## src/rtl/image_pkg.sv

```systemverilog
// Shared image geometry for the frame loader and the 2x2 block-average downscaler.
// Holds frame dimensions, loader FSM encoding and the raster pixel index helper.
package image_pkg;

    localparam int LARGURA      = 8;
    localparam int ALTURA       = 8;
    localparam int PIX_W        = 8;
    localparam int NOVA_LARGURA = LARGURA / 2;
    localparam int NOVA_ALTURA  = ALTURA / 2;
    localparam int FRAME_W      = LARGURA * ALTURA * PIX_W;
    localparam int COL_W        = $clog2(LARGURA);
    localparam int ROW_W        = $clog2(ALTURA);

    typedef enum logic [1:0] {
        IDLE = 2'd0,
        LOAD = 2'd1,
        FULL = 2'd2
    } load_state_t;

    // Byte 0 of the flat frame is (row 0, col 0), matching the downscaler's indexing.
    function automatic int pixel_index(input int linha, input int coluna);
        return linha * LARGURA + coluna;
    endfunction

endpackage

```

## src/rtl/pixel_frame_loader_if.sv

```systemverilog
// Pixel stream in / assembled frame out bundle between the source, loader and downscaler.
// The loader takes the slave side; a pixel source plus frame consumer takes the master side.
interface pixel_frame_loader_if;
    import image_pkg::*;

    logic [PIX_W-1:0]   pix_data;
    logic               pix_valid;
    logic               pix_sof;
    logic               pix_ready;
    logic [FRAME_W-1:0] frame_out;
    logic               frame_valid;
    logic               frame_ack;
    logic               sof_error;

    modport master (
        output pix_data, pix_valid, pix_sof, frame_ack,
        input  pix_ready, frame_out, frame_valid, sof_error
    );

    modport slave (
        input  pix_data, pix_valid, pix_sof, frame_ack,
        output pix_ready, frame_out, frame_valid, sof_error
    );

endinterface

```

## src/rtl/pixel_frame_loader.sv

```systemverilog
// Assembles one raster frame from a valid/ready pixel stream and holds it stable
// for the downscaler until frame_ack; sof mid-frame restarts the frame and pulses sof_error.
module pixel_frame_loader
    import image_pkg::*;
(
    input  logic           clock,
    input  logic           reset,
    pixel_frame_loader_if.slave pix
);

    load_state_t      state, next_state;
    logic [COL_W-1:0] coluna;
    logic [ROW_W-1:0] linha;
    logic             beat;
    logic             last_pixel;

    assign beat       = pix.pix_valid & pix.pix_ready;
    assign last_pixel = (linha == ROW_W'(ALTURA - 1)) && (coluna == COL_W'(LARGURA - 1));

    // NOTE: sequential state uses non-blocking (<=) so every register samples pre-edge values.
    always_ff @(posedge clock or negedge reset) begin
        if (!reset) state <= IDLE;
        else        state <= next_state;
    end

    // NOTE: next_state gets its default first so no path through the case leaves it unassigned (no latch).
    always_comb begin
        next_state = state;
        case (state)
            IDLE:    if (beat && pix.pix_sof)                    next_state = LOAD;
            LOAD:    if (beat && !pix.pix_sof && last_pixel)     next_state = FULL;
            FULL:    if (pix.frame_ack)                          next_state = IDLE;
            default:                                             next_state = IDLE;
        endcase
    end

    // NOTE: frame_out is a wide register (not a RAM) and must read as zero out of reset, so it is reset.
    always_ff @(posedge clock or negedge reset) begin
        if (!reset) begin
            linha           <= '0;
            coluna          <= '0;
            pix.frame_out   <= '0;
            pix.frame_valid <= 1'b0;
            pix.pix_ready   <= 1'b0;
            pix.sof_error   <= 1'b0;
        end else begin
            pix.pix_ready   <= (next_state != FULL);
            pix.frame_valid <= (next_state == FULL);
            pix.sof_error   <= beat && pix.pix_sof && (state == LOAD);

            if (beat && state != FULL) begin
                if (pix.pix_sof) begin
                    // sof always (re)starts at pixel 0, whether from IDLE or mid-frame.
                    pix.frame_out[0 +: PIX_W] <= pix.pix_data;
                    linha  <= '0;
                    coluna <= COL_W'(1);
                end else if (state == LOAD) begin
                    pix.frame_out[pixel_index(int'(linha), int'(coluna)) * PIX_W +: PIX_W] <= pix.pix_data;
                    if (last_pixel) begin
                        linha  <= '0;
                        coluna <= '0;
                    end else if (coluna == COL_W'(LARGURA - 1)) begin
                        coluna <= '0;
                        linha  <= linha + 1'b1;
                    end else begin
                        coluna <= coluna + 1'b1;
                    end
                end
            end
        end
    end

endmodule

```

## src/flat_wrapper.sv

```systemverilog
// flat-port wrapper written by rule: the top's interface ports become plain ports
module pixel_frame_loader_flat import image_pkg::*;
  (clock, reset, pix_pix_data, pix_pix_valid, pix_pix_sof, pix_frame_ack, pix_pix_ready, pix_frame_out, pix_frame_valid, pix_sof_error);
  pixel_frame_loader_if pix_i ();
  input  logic clock;
  input  logic reset;
  input wire logic [$bits(pix_i.pix_data)-1:0] pix_pix_data;
  input wire logic [$bits(pix_i.pix_valid)-1:0] pix_pix_valid;
  input wire logic [$bits(pix_i.pix_sof)-1:0] pix_pix_sof;
  input wire logic [$bits(pix_i.frame_ack)-1:0] pix_frame_ack;
  output wire logic [$bits(pix_i.pix_ready)-1:0] pix_pix_ready;
  output wire logic [$bits(pix_i.frame_out)-1:0] pix_frame_out;
  output wire logic [$bits(pix_i.frame_valid)-1:0] pix_frame_valid;
  output wire logic [$bits(pix_i.sof_error)-1:0] pix_sof_error;
  assign pix_i.pix_data = pix_pix_data;
  assign pix_i.pix_valid = pix_pix_valid;
  assign pix_i.pix_sof = pix_pix_sof;
  assign pix_i.frame_ack = pix_frame_ack;
  assign pix_pix_ready = pix_i.pix_ready;
  assign pix_frame_out = pix_i.frame_out;
  assign pix_frame_valid = pix_i.frame_valid;
  assign pix_sof_error = pix_i.sof_error;
  pixel_frame_loader u_core (.clock(clock), .reset(reset), .pix(pix_i));
endmodule
```

## config.mk

```make
export PLATFORM = sky130hd
export DESIGN_NAME = pixel_frame_loader_flat
export DESIGN_NICKNAME = d
export VERILOG_FILES = /design/src/rtl/image_pkg.sv /design/src/rtl/pixel_frame_loader_if.sv /design/src/rtl/pixel_frame_loader.sv /design/src/flat_wrapper.sv
export SDC_FILE = /design/constraint.sdc
export NUM_CORES = 1
export LEC_CHECK = 0
export ABC_AREA = 1
export CAP_MARGIN = 20
export CORE_ASPECT_RATIO = 0.9
export CORE_MARGIN = 5
export CORE_UTILIZATION = 45
export CTS_BUF_LIST = sky130_fd_sc_hd__clkbuf_4
export DETAILED_ROUTE_END_ITERATION = 6
export PLACE_DENSITY = 0.78
export SYNTH_ARGS = -nofsm -noshare
export SYNTH_HDL_FRONTEND = slang
export SYNTH_SLANG_ARGS = --single-unit
```

## constraint.sdc

```tcl
create_clock -name clock -period 2.71 [get_ports clock]
set_input_delay 0.271 -clock clock [delete_from_list [all_inputs] [get_ports clock]]
set_output_delay 0.271 -clock clock [all_outputs]
set_load 0.05 [all_outputs]
```

; ---- Word level (Yosys, flattened, before mapping)
; Index checks and enable logic that the tools add are counted.
[op_classes]
n_addsub = 4
n_lt_le_gt_ge = 0
n_bitwise = 2
n_shift = 2
muxes = 15
n_eq_ne = 7
mul = 0
n_reduce_logical = 13
div = 0
[ops]
columns = operator, count
row1 = 512-bit bitwise mux, 1
row2 = "8-bit by 33-bit variable shift with 512-bit output, first input constant", 1
row3 = 8-bit by 33-bit indexed part select with 512-bit output, 1
row4 = 32-bit negation with 33-bit output, 1
row5 = 3-bit 2-to-1 mux, 8
row6 = 8-bit 2-to-1 mux, 2
row7 = 6-bit by 3-bit adder with 7-bit output, 1
row8 = "3-bit by 1-bit adder with 3-bit output, second input constant", 2
row9 = "3-bit equality test, second input constant", 2
row10 = 1-bit logical AND, 6
row11 = 2-bit 2-to-1 mux, 3
row12 = 2-bit one-hot mux with 3 select lines, 1
row13 = 3-bit AND reduction, 2
row14 = "2-bit equality test, second input constant", 2
row15 = "2-bit != test, second input constant", 2
row16 = 3-bit nonzero test, 1
row17 = "2-bit by 1-bit equality test with 1-bit output, second input constant", 1
row18 = 2-bit zero test, 1
row19 = 2-bit AND reduction, 1
row20 = 2-bit nonzero test, 1
row21 = 1-bit bitwise AND, 1
row22 = 1-bit zero test, 1
row23 = 1-bit NOT, 1
[totals]
input_bits = 13
memories = 0
mem_bits_ro = 0
wordCells = 51
out_inout_bits = 515
mem_bits_rw = 0
ff_bits = 523
latchBits = 0

; ---- Depth between registers and ports, before layout
[logic_depth]
ltp_word = 6
depth_mapped = 14
depth_no_buf = 13

; ---- Worst setup path before layout
; Ideal clock, no wire load.
[synth_path]
path_kind = register to register
startpoint = register u_core.coluna[0]
endpoint = register u_core.pix.frame_out[270]
period_less_slack_ns = 2.273
arrival_time_ns = 2.155
setup_ns = 0.118
path_stages_with_launch = 11
setup_slack_ns = 0.437
cell_sequence = dfrtp_1 > inv_2 > ha_1 > buf_2 > inv_1 > buf_2 > nor3_2 > buf_2 > nand4_1 > nand2_1 > nand2_1
[synth_via]
elab_chain_cells = 4
elab_cells_between_ends = 5
[synth_rtl]
columns = element, line
row1 = start: declaration, pixel_frame_loader.sv:12  ; logic [COL_W-1:0] coluna;
row2 = start signal: assignment, pixel_frame_loader.sv:66  ; coluna <= coluna + 1'b1;
row3 = 6-bit by 3-bit adder with 7-bit output (*), image_pkg.sv:22  ; return linha * LARGURA + coluna;
row4 = 32-bit negation with 33-bit output (*), pixel_frame_loader.sv:58  ; pix.frame_out[pixel_index(int'(linha), int'(coluna)) * PIX_W +: PIX_W] <= pix.pix_data;
row5 = 8-bit by 33-bit indexed part select with 512-bit output or 8-bit by 33-bit variable shift with 512-bit output (tied branches), pixel_frame_loader.sv:58
row6 = 512-bit bitwise mux (*), pixel_frame_loader.sv:58
row7 = end signal: indexed assignment, pixel_frame_loader.sv:54  ; pix.frame_out[0 +: PIX_W] <= pix.pix_data;
row8 = end signal: indexed assignment, pixel_frame_loader.sv:58
row9 = end: declaration, pixel_frame_loader_if.sv:22  ; output pix_ready, frame_out, frame_valid, sof_error
; Every way passes the cells marked *; elsewhere a longest branch is shown, timed or not.
; A chain may end at the register's enable or synchronous reset.

; ---- Final worst setup path
[layout_path]
startpoint = register u_core.linha[0]
endpoint = register u_core.pix.frame_out[178]
[layout_via]
elab_chain_cells = 4
elab_cells_between_ends = 5
[layout_rtl]
columns = element, line
row1 = start: declaration, pixel_frame_loader.sv:13  ; logic [ROW_W-1:0] linha;
row2 = start signal: assignment, pixel_frame_loader.sv:64  ; linha <= linha + 1'b1;
row3 = 6-bit by 3-bit adder with 7-bit output (*), image_pkg.sv:22
row4 = 32-bit negation with 33-bit output (*), pixel_frame_loader.sv:58
row5 = 8-bit by 33-bit indexed part select with 512-bit output or 8-bit by 33-bit variable shift with 512-bit output (tied branches), pixel_frame_loader.sv:58
row6 = 512-bit bitwise mux (*), pixel_frame_loader.sv:58
; Marked as above.

==> results.json <==
{
  "viasPerCell": 5.38,
  "ys_ff_latch": 523,
  "htreeDepth": 4,
  "finalHoldViolations": 0,
  "powerDensity_nw_per_um2": 753,
  "worst-path-buf-inv": 1,
  "total_power_uw": 22300,
  "hpwl_mm": 57.6,
  "grt_max_degree": 86,
  "max-cap-violations": 0,
  "synth_fp_nets": 2396,
  "yosysWarnings": 0,
  "slew_violations": 0,
  "top_usage_layer": "met2",
  "relSlewSlack": 0.470,
  "grtUsageMet3": 0.0941,
  "first_pass_iters": 7,
  "drive_above_1_share": 0.141,
  "fin_hold_ws_ns": 0.0533,
  "detail-route-antenna-nets": 0,
  "cts_tree": "built",
  "rows": 75,
  "cts_root_buf": "clkbuf_4",
  "fp.dieArea_um2": 52100,
  "ir_worst_vdd_uv": 514,
  "fill_cells": 3800,
  "crit_family": "simple AND/OR/NAND/NOR gates",
  "netlist_instances": 2376,
  "synth.top_cell.area_share": 0.610,
  "worstMarginPinSlew_ns": 0.796,
  "clock_latency_ns": 0.90,
  "grt_pass1_wl_mm": 120,
  "cp_slowest_cell": "nor2_1",
  "finalWirelength_mm": 79.5,
  "port_buffers": 527,
  "die_w_um": 240,
  "grt_use_met1": 0.382,
  "cp_common_cell": "nand3_1",
  "area_growth_syn_to_layout_pct": 38.1,
  "wl_per_cell_um": 21.4,
  "yosysTopAreaCell": "dfrtp_1",
  "drc_errors": 1,
  "synth.most_common_cell": "nand2_1",
  "grt_usage": 0.298,
  "synth.area.top_cells": "dfrtp_1 (61%), nand2_1 (16%), o21ai_0 (8.4%)",
  "fin_crit_sh": 0.971,
  "use_met2": 0.479,
  "numCtsBuffers": 136,
  "clk_pin_slew_worst_paths_ns": 0.06,
  "initial_utilization": 0.457,
  "critPathKind": "reg2reg",
  "critPathRequiredTime_ns": 3.51,
  "stdcell_area_um2": 29600,
  "synth_edf_count": 0,
  "ys_seq_area_frac": 0.610,
  "synth_area_per_cell_um2": 9.03,
  "grt_pass1_vias": 20100,
  "synth_area_um2": 21500,
  "fin_worst_skew_ns": 0.0447,
  "hp-class": "in2async",
  "fp.dieH_um": 217,
  "drtIter0Drc": 1916,
  "gp_congestion": 0.934,
  "fin_cells": 3720,
  "design.core.area_um2": 46900,
  "grt_antenna_before_repair": 9,
  "outcome": "complete, but fails checks",
  "ys_types": 30,
  "power_leakage_uw": 0.0138,
  "dp.cells": 3476,
  "fin_setup_tns_ns": 0,
  "clockBufferDepth": 3,
  "violations": "DRC",
  "dr_total_vias": 20000,
  "finish.net_count": 3037,
  "critPathLaunchType": "flop",
  "yosys-top-cells-count": "nand2_1 (907), dfrtp_1 (523), o21ai_0 (361)",
  "max_stage_delay_ns": 0.51,
  "async_flop_share": 1.00,
  "critPathArrivalTime_ns": 3.43,
  "cp-end-kind": "flop",
  "cts_sinks": 523,
  "ios": 528,
  "place_area_um2": 27600,
  "min_period_ns": 2.63,
  "overflow": 0,
  "cp_max_fo": 8,
  "fmax_mhz": 380,
  "rsz0062_at_grt": "true",
  "setup_viol": 0,
  "synth_ff_type": "dfrtp_1",
  "crit_chain": "inv_1, ha_1, nand3_1, nand2_2, nor2_1, nand3_1, nor2_1, nand3_1, nand2_1"
}
==> layer usage <==
layer | routed length [um] | share of wire
met5 | 24 | 0.00030
met4 | 2670 | 0.034
met3 | 7510 | 0.094
met2 | 38200 | 0.48
met1 | 31100 | 0.39
==> path summary, 6_finish.rpt <==
check	startpoint	to	slack (ns)	cells past startpoint
max	u_core.linha[0]$_DFFE_PN0P_	u_core.pix.frame_out[178]$_DFFE_PN0P_	0.08	9
min	reset	u_core.pix.frame_out[461]$_DFFE_PN0P_	0.05	2
max reg2reg	u_core.linha[0]$_DFFE_PN0P_	u_core.pix.frame_out[178]$_DFFE_PN0P_	0.08	9
min reg2reg	u_core.pix.frame_out[49]$_DFFE_PN0P_	u_core.pix.frame_out[49]$_DFFE_PN0P_	0.47	2
max in group asynchronous	reset	u_core.pix.frame_out[285]$_DFFE_PN0P_	1.70	3
min in group clock	pix_pix_data[6]	u_core.pix.frame_out[6]$_DFFE_PN0P_	0.16	5
==> where the power goes <==
| part | total, uW | switching (uW) | internal (uW) |
|---|---|---|---|
| Combinational | 7130 | 5390 | 1740 |
| Sequential | 8500 | 293 | 8210 |
| Clock | 6680 | 3200 | 3490 |
| Total | 22300 | 8880 | 13400 |
==> worst register-to-register path: stages, from the launching register on <==
cell and delay [ns]:
dfrtp_1 0.38, inv_1 0.10, ha_1 0.23, nand3_1 0.18, nand2_2 0.18, nor2_1 0.51
nand3_1 0.43, nor2_1 0.32, nand3_1 0.14, nand2_1 0.10
==> timing repair <==
action	4_1_cts	5_1_grt
cloned	0	1
hold endpoints to repair	469	0
hold buffers	2	0
setup buffers	2	14
endpoints found under the setup margin	55	436
pin swaps	1	8
resized for setup	10	57
==> through the flow <==
step,setup slack (ns),util
6_report,0.0774,0.631
3_5_place_dp,-0.288,0.588
5_1_grt,-0.133,0.631
4_1_cts,-0.00604,0.624
2_1_floorplan,0.437,-
3_3_place_gp,-0.252,0.588
==> state kept, by name, summed over array words and instances (netlist names) <==
name,flops
u_core.pix.frame_out,512
u_core.coluna,3
u_core.linha,3
u_core.state,2
u_core.pix.frame_valid,1
u_core.pix.pix_ready,1
u_core.pix.sof_error,1
==> layout make-up <==
cell class,count,area [um^2],area share
well taps,616,771,0.0260
flip-flops and latches,523,13100,0.442
diodes,10,25.0,0.000845
clock inverters,25,191,0.00646
clock buffers,190,1430,0.0481
inverters,119,449,0.0152
repair buffers,610,6080,0.205
multi-input cells,1627,7590,0.256
==> cell families (layout without fill, tap and decap cells) <==
family,count (synthesis),in the layout,share of synthesized area
buffers and inverters,227,944,0.0467
other,0,10,0
AO/OA/AOI/OAI,426,426,0.109
AND/OR/NAND/NOR,1193,1194,0.230
adder cells (fa/ha/maj),7,7,0.00408
flip-flops,523,523,0.610
==> placed cells by master (no fill, tap or decap), types with 2 or more instances in the layout <==
master           count
nand2_1            869
clkdlybuf4s50_1    526
dfrtp_1            523
o21ai_0            361
clkbuf_4           190
inv_1              108
nor2_1             102
nand3_1             91
buf_4               67
o21ai_2             56
nand4_1             43
nand2_2             37
inv_2               14
buf_12              14
nor2_4              13
nand2_4             12
clkinv_1            11
diode_2             10
nand3_2              7
nor3_1               6
nor2_2               5
ha_1                 5
o21ai_1              4
clkinv_2             4
a21oi_1              3
nand3_4              3
clkinvlp_4           3
bufinv_16            3
o22ai_1              2
nor3_4               2
nor3_2               2
dlygate4sd3_1        2
Power figures use the tool's default switching activity.
==> patch: new RTL, same flow settings <==
The package constant `LARGURA` goes from 8 to 4.
--- a/src/rtl/image_pkg.sv
+++ b/src/rtl/image_pkg.sv
@@ -3,5 +3,5 @@
 package image_pkg;
 
-    localparam int LARGURA      = 8;
+    localparam int LARGURA      = 4;
     localparam int ALTURA       = 8;
     localparam int PIX_W        = 8;
Ports: changed (resized pix_frame_out); port bits go from 528 to 272. The function was not compared with the original's and may differ.
==> patch against the original RTL <==
- combinational power decreased by 31%
- setup slack improved by 0.076 ns
- area after synthesis decreased by 46%
- routed wire length decreased by 51%
- sequential cell count decreased by 257
- final area decreased by 46%
- sequential share of layout area decreased by 2.3 points
- total power decreased by 42%
==> patch: results (changes against the original RTL) <==
{
  "total_inserted_antenna_cells": {"value": 0, "change": "was 10"},
  "grt_use_total": {"value": 26.4, "unit": "%", "change": "was 29.8%"},
  "synthesized_area_fraction_occupied_by_xor_and_xnor_cells": {"value": 0.140, "unit": "%", "change": "was 0%"},
  "static-leakage-power": {"value": 7.78, "unit": "nW", "change": "was 13.8 nW"},
  "post_synth_net_total": {"value": 1401, "change": "was 2396"},
  "min-delay-path-class": {"value": "in -> reg", "change": "was in -> async"},
  "post_dp_cell_area": {"value": 14900, "unit": "µm²", "change": "was 27600 µm²"},
  "stdcell_count": {"value": 2097, "change": "was 3720"},
  "wl": {"value": 39000, "unit": "µm", "change": "was 79500 µm"},
  "finalWeightedCongestion": {"value": 0.913, "change": "was 0.934"},
  "grt_antenna_before_repair": {"value": 0, "change": "was 9"},
  "synth_cell_types": {"value": 27, "change": "was 30"},
  "critical_path.max_fanout": {"value": 25, "change": "was 8"},
  "dp_slack": {"value": -0.0217, "unit": "ns", "change": "was -0.288 ns"},
  "largest_net_degree_at_the_start_of_global_routing": {"value": 90, "change": "was 86"},
  "first_global_vias": {"value": 11115, "change": "was 20121"},
  "first_iter_violations": {"value": 1473, "change": "was 1916"},
  "post_place_cells": {"value": 1969, "change": "was 3476"},
  "cp-startpoint": {"value": "u_core.linha[1]", "change": "was u_core.linha[0]"},
  "run_status": {"value": "finished clean", "change": "was complete, but fails checks"},
  "max-vdd-ir-drop": {"value": 0.579, "unit": "mV", "change": "was 0.514 mV"},
  "critPathSlowestCell": {"value": "sky130_fd_sc_hd__dfrtp_1", "change": "was sky130_fd_sc_hd__nor2_1"},
  "slowest_cell_delay_on_critical_path": {"value": 0.39, "unit": "ns", "change": "was 0.51 ns"},
  "portBuffers": {"value": 271, "change": "was 527"},
  "biggestRegsByFlops": {"value": "u_core.pix.frame_out: 256 flops, u_core.linha: 3 flops", "change": "was u_core.pix.frame_out: 512 flops, u_core.coluna: 3 flops, u_core.linha: 3 flops"},
  "first_pass_iters": {"value": 6, "change": "was 7"},
  "yosys.area_share.adder": {"value": 0.647, "unit": "%", "change": "was 0.408%"},
  "synth_compound_area_share": {"value": 3.09, "unit": "%", "change": "was 10.9%"},
  "post_synth.cell_area_avg": {"value": 8.40, "unit": "µm²", "change": "was 9.03 µm²"},
  "clock_tree.htree_level_count": {"value": 3, "change": "was 4"},
  "synthTopCellsByCount": {"value": "sky130_fd_sc_hd__nand2_1 (591), sky130_fd_sc_hd__dfrtp_1 (266), sky130_fd_sc_hd__nand4_1 (149)", "change": "was sky130_fd_sc_hd__nand2_1 (907), sky130_fd_sc_hd__dfrtp_1 (523), sky130_fd_sc_hd__o21ai_0 (361)"},
  "clock_skew": {"value": 0.0322, "unit": "ns", "change": "was 0.0447 ns"},
  "ys_seq_area_share": {"value": 57.3, "unit": "%", "change": "was 61.0%"},
  "cp_data_arrival_time": {"value": 3.09, "unit": "ns", "change": "was 3.43 ns"},
  "grt_first_pass_wirelength": {"value": 60800, "unit": "µm", "change": "was 120000 µm"}
}
[patch: final timing paths]
check                                            end  slack [ns]  depth (start not counted)
min reg2reg                u_core.pix.frame_out[199]        0.47                          2
min                           u_core.pix.frame_valid        0.20                          2
max reg2reg                 u_core.pix.frame_out[76]        0.15                         12
min in group asynchronous  u_core.pix.frame_out[194]        0.23                          2
max in group asynchronous  u_core.pix.frame_out[230]        1.63                          3
max                         u_core.pix.frame_out[76]        0.15                         12
[patch: what timing repair did]
action | 4_1_cts | 5_1_grt
pin swaps | 0 | 3
hold buffers | 1 | 0
buffers inserted | 0 | 10
hold endpoints to repair | 83 | 0
endpoints found under the setup margin | 1 | 197
resized for setup | 1 | 17
[patch: cell families (layout without fill, tap and decap cells)]
logic type	after synthesis	count (layout)
AND/OR/NAND/NOR	939	939
buffers and inverters	101	474
flip-flops	266	266
XOR/XNOR	1	1
adder cells (fa/ha/maj)	6	6
AO/OA/AOI/OAI	69	69
[patch: per-stage QoR]
stage | total power (W) | TNS, ns
global route | 0.0136 | -0.0171
global placement | 0.00936 | 0
detailed placement | 0.00943 | -0.0400
floorplan | 0.00768 | 0
CTS | 0.0130 | -0.0540
finish | 0.0131 | 0
[patch: area by class of cell]
type                            instances  area, µm²  area share [%]
Inverter                               27        106           0.668
Clock inverter                         17        125           0.786
Tap cell                              342        428            2.69
Sequential cell                       266       6660            41.8
Clock buffer                          100        751            4.72
Timing Repair Buffer                  330       3250            20.4
Multi-Input combinational cell       1015       4590            28.9
[patch: metal layers]
metal	global-route usage [%]	vias to the layer above	routed length [µm]
met5	0	-	0
met1	37.1	5391	16100
met4	8.69	0	1030
met3	6.94	91	4170
li1	-	5264	-
met2	40.1	661	17700
